$ cat src/rtl/spi_flash_responder.sv
// SPI mode-0 serial-flash target: decodes 0B/02/05 and serves them from a 32-bit memory port.
// SPI pins are oversampled in the clk domain, so SCK must be at most clk/8.
module spi_flash_responder #(
    parameter int          MEM_W       = 32,
    parameter logic [31:0] ADDR_BASE   = 32'h0000_0000,
    parameter int          SYNC_STAGES = 2
) (
    input  logic               clk,
    input  logic               rst,
    input  logic               spi_cs_n,
    input  logic               spi_sck,
    input  logic               spi_mosi,
    output logic               spi_miso,
    output logic               mem_req,
    output logic               mem_we,
    output logic [31:0]        mem_addr,
    output logic [MEM_W-1:0]   mem_wdata,
    output logic [MEM_W/8-1:0] mem_be,
    input  logic [MEM_W-1:0]   mem_rdata,
    input  logic               mem_valid,
    output logic               busy,
    output logic               err
);

    typedef enum logic [2:0] {IDLE, CMD, ADDR, DUMMY, RD, WR, STAT, IGNORE} state_t;
    state_t state, state_next;

    logic [SYNC_STAGES-1:0] cs_sync, sck_sync, mosi_sync;
    logic             cs_s, sck_s, mosi_s, cs_d, sck_d;
    logic             sck_rise, sck_fall, cs_rise, cs_fall;
    logic             byte_done, addr_done, last_rise;
    logic [4:0]       cnt;
    logic [22:0]      shreg;
    logic [7:0]       rx_byte, opcode, lane_byte, load_byte, tx_sr;
    logic [23:0]      rx_addr, addr, addr_inc;
    logic [MEM_W-1:0] cur_word, pf_word;
    logic             want_fetch, want_pf, req_pf, req_live;
    logic [31:0]      want_addr;

    function automatic logic [31:0] word_addr(input logic [23:0] a);
        logic [31:0] s;
        s = ADDR_BASE + {8'h00, a[23:2], 2'b00};
        return {s[31:2], 2'b00};
    endfunction

    assign cs_s      = cs_sync[SYNC_STAGES-1];
    assign sck_s     = sck_sync[SYNC_STAGES-1];
    assign mosi_s    = mosi_sync[SYNC_STAGES-1];
    assign sck_rise  = sck_s & ~sck_d & ~cs_s;
    assign sck_fall  = ~sck_s & sck_d & ~cs_s;
    assign cs_rise   = cs_s & ~cs_d;
    assign cs_fall   = ~cs_s & cs_d;
    assign rx_byte   = {shreg[6:0], mosi_s};
    assign rx_addr   = {shreg, mosi_s};
    assign last_rise = (state == ADDR) ? (cnt == 5'd23) : (cnt == 5'd7);
    assign byte_done = sck_rise && (cnt == 5'd7);
    assign addr_done = sck_rise && (cnt == 5'd23);
    assign addr_inc  = addr + 24'd1;
    assign busy      = ~cs_s | mem_req;

    always_comb begin
        lane_byte = cur_word[7:0];
        case (addr[1:0])
            2'd1:    lane_byte = cur_word[15:8];
            2'd2:    lane_byte = cur_word[23:16];
            2'd3:    lane_byte = cur_word[31:24];
            default: lane_byte = cur_word[7:0];
        endcase
        load_byte = (state == STAT) ? {6'b0, err, mem_req} : lane_byte;
    end

    // cs_n idles high in the synchronizer so reset never looks like a select
    always_ff @(posedge clk or posedge rst) begin
        if (rst) begin
            cs_sync   <= '1;
            sck_sync  <= '0;
            mosi_sync <= '0;
            cs_d      <= 1'b1;
            sck_d     <= 1'b0;
        end else begin
            cs_sync   <= {cs_sync[SYNC_STAGES-2:0], spi_cs_n};
            sck_sync  <= {sck_sync[SYNC_STAGES-2:0], spi_sck};
            mosi_sync <= {mosi_sync[SYNC_STAGES-2:0], spi_mosi};
            cs_d      <= cs_s;
            sck_d     <= sck_s;
        end
    end

    always_ff @(posedge clk or posedge rst) begin
        if (rst) state <= IDLE;
        else     state <= state_next;
    end

    always_comb begin
        state_next = state;
        if (cs_s) begin
            state_next = IDLE;
        end else begin
            case (state)
                IDLE:  if (cs_fall) state_next = CMD;
                CMD:   if (byte_done) begin
                           case (rx_byte)
                               8'h0B, 8'h02: state_next = ADDR;
                               8'h05:        state_next = STAT;
                               default:      state_next = IGNORE;
                           endcase
                       end
                ADDR:  if (addr_done) state_next = (opcode == 8'h0B) ? DUMMY : WR;
                DUMMY: if (byte_done) state_next = RD;
                default: state_next = state;
            endcase
        end
    end

    always_ff @(posedge clk or posedge rst) begin
        if (rst) begin
            spi_miso   <= 1'b0;
            mem_req    <= 1'b0;
            mem_we     <= 1'b0;
            mem_addr   <= '0;
            mem_wdata  <= '0;
            mem_be     <= '0;
            err        <= 1'b0;
            cnt        <= '0;
            shreg      <= '0;
            opcode     <= '0;
            addr       <= '0;
            tx_sr      <= '0;
            cur_word   <= '0;
            pf_word    <= '0;
            want_fetch <= 1'b0;
            want_pf    <= 1'b0;
            want_addr  <= '0;
            req_pf     <= 1'b0;
            req_live   <= 1'b0;
        end else begin
            // A read belonging to an aborted transfer completes normally but its data is dropped
            if (mem_req) begin
                if (mem_valid) begin
                    mem_req <= 1'b0;
                    if (req_live && !mem_we) begin
                        if (req_pf) pf_word  <= mem_rdata;
                        else        cur_word <= mem_rdata;
                    end
                end
            end else if (want_fetch) begin
                mem_req    <= 1'b1;
                mem_we     <= 1'b0;
                mem_addr   <= want_addr;
                mem_be     <= '1;
                mem_wdata  <= '0;
                req_pf     <= want_pf;
                req_live   <= 1'b1;
                want_fetch <= 1'b0;
            end

            if (sck_rise) begin
                shreg <= rx_addr[22:0];
                cnt   <= last_rise ? 5'd0 : cnt + 5'd1;
                case (state)
                    CMD:  if (byte_done) opcode <= rx_byte;
                    ADDR: if (addr_done) begin
                              addr <= rx_addr;
                              if (opcode == 8'h0B) begin
                                  want_fetch <= 1'b1;
                                  want_pf    <= 1'b0;
                                  want_addr  <= word_addr(rx_addr);
                              end
                          end
                    RD:   if (byte_done) begin
                              addr <= addr_inc;
                              if (addr[1:0] == 2'd3) cur_word <= pf_word;
                          end
                    WR:   if (byte_done) begin
                              if (mem_req) begin
                                  err <= 1'b1;
                              end else begin
                                  mem_req   <= 1'b1;
                                  mem_we    <= 1'b1;
                                  mem_addr  <= word_addr(addr);
                                  mem_be    <= 4'b0001 << addr[1:0];
                                  mem_wdata <= {4{rx_byte}};
                                  req_live  <= 1'b1;
                                  addr      <= addr_inc;
                              end
                          end
                    default: ;
                endcase
            end

            // Starting lane 3 prefetches the next word so the lane rollover has no bubble
            if (sck_fall && (state == RD || state == STAT)) begin
                if (cnt == 5'd0) begin
                    spi_miso <= load_byte[7];
                    tx_sr    <= {load_byte[6:0], 1'b0};
                    if (state == RD && addr[1:0] == 2'd3) begin
                        want_fetch <= 1'b1;
                        want_pf    <= 1'b1;
                        want_addr  <= word_addr(addr_inc);
                    end
                end else begin
                    spi_miso <= tx_sr[7];
                    tx_sr    <= {tx_sr[6:0], 1'b0};
                end
            end else if (state != RD && state != STAT) begin
                spi_miso <= 1'b0;
            end

            // An overrun stays flagged into the next select while its write is still in flight
            if (cs_rise) begin
                cnt        <= '0;
                spi_miso   <= 1'b0;
                want_fetch <= 1'b0;
                req_live   <= 1'b0;
            end else if (cs_fall) begin
                cnt <= '0;
                if (!mem_req) err <= 1'b0;
            end
        end
    end

endmodule

$ cat config.mk
export PLATFORM = sky130hd
export DESIGN_NAME = spi_flash_responder
export DESIGN_NICKNAME = d
export VERILOG_FILES = /design/src/rtl/spi_flash_responder.sv
export SDC_FILE = /design/constraint.sdc
export NUM_CORES = 1
export LEC_CHECK = 0
export ABC_AREA = 1
export CAP_MARGIN = 0
export CORE_MARGIN = 5
export CORE_UTILIZATION = 45
export CTS_BUF_LIST = sky130_fd_sc_hd__clkbuf_16
export DETAILED_ROUTE_END_ITERATION = 12
export PLACE_DENSITY = 0.69
export SLEW_MARGIN = 10
export SYNTH_ARGS = -nofsm -noshare
export SYNTH_HDL_FRONTEND = slang
export SYNTH_SLANG_ARGS = --single-unit
$ cat constraint.sdc
create_clock -name clk -period 20.5 [get_ports clk]
set_input_delay 3.075 -clock clk [delete_from_list [all_inputs] [get_ports clk]]
set_output_delay 3.075 -clock clk [all_outputs]
set_load 0.01 [all_outputs]
# Word-level counts from Yosys, hierarchy flattened

Index checks and enable logic that the tools add are counted.

Register bits after elaboration: 251
Output and inout bits: 73
Logic and storage cells: 186

$add $sub $neg: 2
Bitwise gates (word level): 12
Shifts and indexed selects: 1
Equal/unequal tests: 25
Reductions and logical operators: 20
Multiplexer cells: 101

Operator list:

| kind                                                 | count |
|---|---|
| 2-to-1 mux 32 bit                                    | 27 |
| 2-to-1 mux 24 bit                                    | 4 |
| one-hot mux 24 bit (3 select lines)                  | 1 |
| 2-to-1 mux 1 bit                                     | 48 |
| adder 24 x 1 -> 24 bit (second input constant)       | 1 |
| 2-to-1 mux 4 bit                                     | 6 |
| one-hot mux 8 bit (3 select lines)                   | 1 |
| 2-to-1 mux 5 bit                                     | 4 |
| 2-to-1 mux 3 bit                                     | 6 |
| != test 3 bit (second input constant)                | 6 |
| equality test 8 x 4 -> 1 bit (second input constant) | 2 |
| 2-to-1 mux 8 bit                                     | 2 |
| one-hot mux 3 bit (4 select lines)                   | 1 |
| equality test 3 bit (second input constant)          | 3 |
| nonzero test 3 bit                                   | 3 |
| equality test 8 x 2 -> 1 bit (second input constant) | 1 |
| equality test 8 x 3 -> 1 bit (second input constant) | 1 |
| != test 2 bit (second input constant)                | 4 |
| AND 1 bit                                            | 6 |
| equality test 3 x 2 -> 1 bit (second input constant) | 2 |
| logical AND 1 bit                                    | 6 |
| one-hot mux 3 bit (2 select lines)                   | 1 |
| AND reduction 6 bit                                  | 1 |
| adder 5 x 1 -> 5 bit (second input constant)         | 1 |
| 18 further kinds                                     | 23 |

# Longest topological paths before layout

Word-level depth: 11
Depth in mapped cells: 11
Mapped depth without buffers: 10

# Worst setup path before layout

Ideal clock, no wire load.

Kind: input to register
Start: in mem_valid
End: reg cur_word[10]
Library setup time: 0.117 ns
Cell stages on the path: 8
Path slack: 16.453 ns
Data arrival time: 3.930 ns
Required time: 20.383 ns
Path through: nand2_1 > nor3_1 > nand2_1 > clkbuf_1 > nand2_1 > o21ai_0 > nand2_1 > nand2_1

Cells in the longest elaborated chain, start to end: 6

RTL lines:

| item                   | RTL line | RTL |
|---|---|---|
| start: declaration     | 20       | `input logic mem_valid,` |
| 2-to-1 mux 32 bit *    | 139      | `if (mem_valid) begin` |
| 2-to-1 mux 32 bit *    | 138      | `if (mem_req) begin` |
| 2-to-1 mux 32 bit      | 172      | `if (addr[1:0] == 2'd3) cur_word <= pf_word;` |
| 2-to-1 mux 32 bit      | 170      | `RD: if (byte_done) begin` |
| 2-to-1 mux 32 bit      | 160      | `case (state)` |
| 2-to-1 mux 32 bit *    | 157      | `if (sck_rise) begin` |
| end signal: assignment | 143      | `else cur_word <= mem_rdata;` |
| end signal: assignment | 172      |  |
| end: declaration       | 36       | `logic [MEM_W-1:0] cur_word, pf_word;` |

Mark *: on every way between the ends. The rest lies on a longest branch, timed or not.
A chain may end at the register's enable or synchronous reset.

==> flow_summary_export.csv <==
group,metric,value,unit
outcome,status,"completed",
cts,cts.clk_slew.worst_paths,0.06,ns
floorplanning,coreArea,0.0261,mm^2
timing,rsz0062_at_grt,"false",
timing,setup_tns,0,ns
final_layout,antennaDiodeCount,0,
synth,netlist_area,0.0119,mm^2
final_layout,fill_cells,2457,
floorplanning,die_x,173,um
final_layout,final_cells,1986,
synth,synth-seq-cells,250,
min_path,hold_path_end,"sck_sync[1]",
setup_path,r2r_cells,6,
timing,finalHoldViolCount,0,
setup_path,cp.arrival,6.01,ns
timing,slew_headroom,22.7,%
final_layout,multiInputGateArea,0.00476,mm^2
drt,vias,10200,
power,power_leakage,7.06,nW
synth,yosys_warnings,0,
global_routing,grt_max_degree,96,
global_routing,grt_pass1_vias,9721,
cts,clock_path_buffers,3,
drt,firstDrtPassIters,5,
place,port_buffers,110,
drt,drtIter0Drc,1060,
global_routing,antenna_found_initial,0,
place,dp_hpwl,20.5,mm
synth,synthCells,1546,
global_routing,grt_overflow,0,
final_layout,fin_nets,1675,
setup_path,critPathKind,"in2async",
synth,yosysMostFrequentCell,"nand2_1",
synth,synthDistinctLibCells,35,
cts,htreeDepth,1,
min_path,hold_path_class,"reg2reg",
setup_path,ff2ff_setup_slack,16.91,ns
synth,async_flop_share,100,%
drt,wl,30.7,mm
cts,root_buffer,"clkbuf_16",
final_layout,drive_gt1_share,5.21,%
timing,hold_ws,0.346,ns
cts,cts_buffers,28,
floorplanning,dieHeight,173,um
cts,hold_buffers,0,
synth,synth_area_leader_cell,"dfrtp_1",
floorplanning,io_pins,111,
setup_path,cp-start-kind,"input port",
synth,synth_ff_type,"dfrtp_1",
final_layout,syn_to_final_growth,18.4,%
synth,synth.avg_cell_area,7.72,um^2
place,gp_congestion,0.932,
drt,drc_errors,0,
setup_path,r2r-end,"cur_word[7]",
power,power.density,89.3,mW/mm^2
timing,setup_viol,0,
setup_path,timing.rr.start,"cs_sync[1]",
drt,ant_nets,0,
global_routing,grt_pass1_wl,50.6,mm
global_routing,grt.total_usage,19.9,%
synth,synth.area.top_cells,"dfrtp_1 52%, nand2_1 18%, o21ai_0 6.3%, nand3_1 5.2%, inv_1 4.9%",
synth,synth_fp_nets,1590,
job,cap_viol_max_count,0,
min_path,min-delay-start,"sck_sync[0]",
timing,fin_skew,0.00938,ns
cts,post_cts_buffers,0,
final_layout,seq_area,0.00626,mm^2
timing,fmax,181,MHz
floorplanning,start_util,45.8,%
setup_path,crit_path_end_kind,"async pin",
power,ir_drop,0.0000511,V
min_path,hold_depth,0,
drt,wl_per_cell,15.4,um
place,dp.cells,1936,
synth,synth_common_cells,"586 x nand2_1, 247 x dfrtp_1, 157 x inv_1",
synth,synth_edf_count,0,
timing,worst_slew_pin_slew,1.16,ns
cts,cts_tree,"done",
setup_path,worstPathMaxFanout,95,
cts,cts_resized,0,
timing,slew_viol_final,0,
timing,fin_crit,5.52,ns
cts,clock-sinks,250,
floorplanning,fp-row-count,59,
cts,clk_latency,0.54,ns
setup_path,required,21.00,ns
synth,ys_seq_area_share,52.5,%
timing,period_share,26.9,%
synth,yosys.area.top_type_share,51.8,%
floorplanning,dieArea,0.0299,mm^2
drt,vias_per_cell,5.16,
## report_power, final
part	internal (W)	switching (W)
clock	0.000285	0.000201
combinational	0.0000672	0.000140
sequential	0.000526	0.0000408
total	0.000878	0.000382
## critical path, stage by stage
cell and delay [ns]:
clkdlybuf4s50_1 0.49, inv_8 0.49, buf_4 0.86, buf_4 0.93
## logic make-up after synthesis
group	after synthesis	synth area share, %
buffers and inverters	231	7.70
adder cells (fa/ha/maj)	6	0.629
AO/OA/AOI/OAI	213	9.35
flip-flops	250	52.5
XOR/XNOR	8	0.587
AND/OR/NAND/NOR	838	29.3
## area by class of cell
type / instances / area share (%)
Multi-Input combinational cell: 1065 / 33.7
Inverter: 169 / 4.55
Clock buffer: 28 / 4.96
Clock inverter: 22 / 1.36
Sequential cell: 250 / 44.3
Tap cell: 335 / 2.97
Timing Repair Buffer: 117 / 8.17
## cell usage in the layout (no fill, tap or decap), drive strengths merged
cell,netlist,final
inv,169,170
nand3b,3,3
and2,1,1
dfrtp,247,247
nand4,14,14
o2111ai,1,1
nand3,128,128
clkbuf,41,28
buf,21,7
nand2,588,588
nor2,90,90
xnor2,1,1
a31oi,9,9
nor3,14,14
o22ai,5,5
a22oi,5,5
xor2,7,7
ha,6,6
dfstp,3,3
clkinv,0,16
o211ai,6,6
bufinv,0,3
o21ai,167,167
clkinvlp,0,2
a21oi,20,20
clkdlybuf4s50,0,110
## worst max-delay path by stage
stage	startpoint	endpoint	slack, ns
detailed placement	rst	mem_addr[30]	14.32
floorplan	rst	async pin	10.56
global route	rst	mem_addr[26]	14.53
CTS	rst	mem_addr[26]	14.89
finish	rst	want_addr[27]	14.98
global placement	rst	mem_addr[30]	14.31
## metrics by stage
step | utilization, % | power (W) | instance area [um^2] | setup slack, ns
6_report | 54.2 | 0.00126 | 14100 | 14.98
5_1_grt | 54.2 | 0.00132 | 14100 | 14.53
4_1_cts | 54.2 | 0.00127 | 14100 | 14.89
3_5_place_dp | 50.8 | 0.000778 | 13200 | 14.32
3_3_place_gp | 50.8 | 0.000773 | 13200 | 14.31
2_1_floorplan | - | 0.000713 | 11900 | 10.56
## layer usage
metal / up-vias / GRT usage, % / wire length, um
li1: 5068 / - / -
met1: 4773 / 28.7 / 14100
met2: 341 / 31.1 / 13700
met3: 61 / 3.23 / 2030
met4: 0 / 6.26 / 820
met5: - / 0 / 0
No activity file was read; power rests on OpenSTA's default activity.
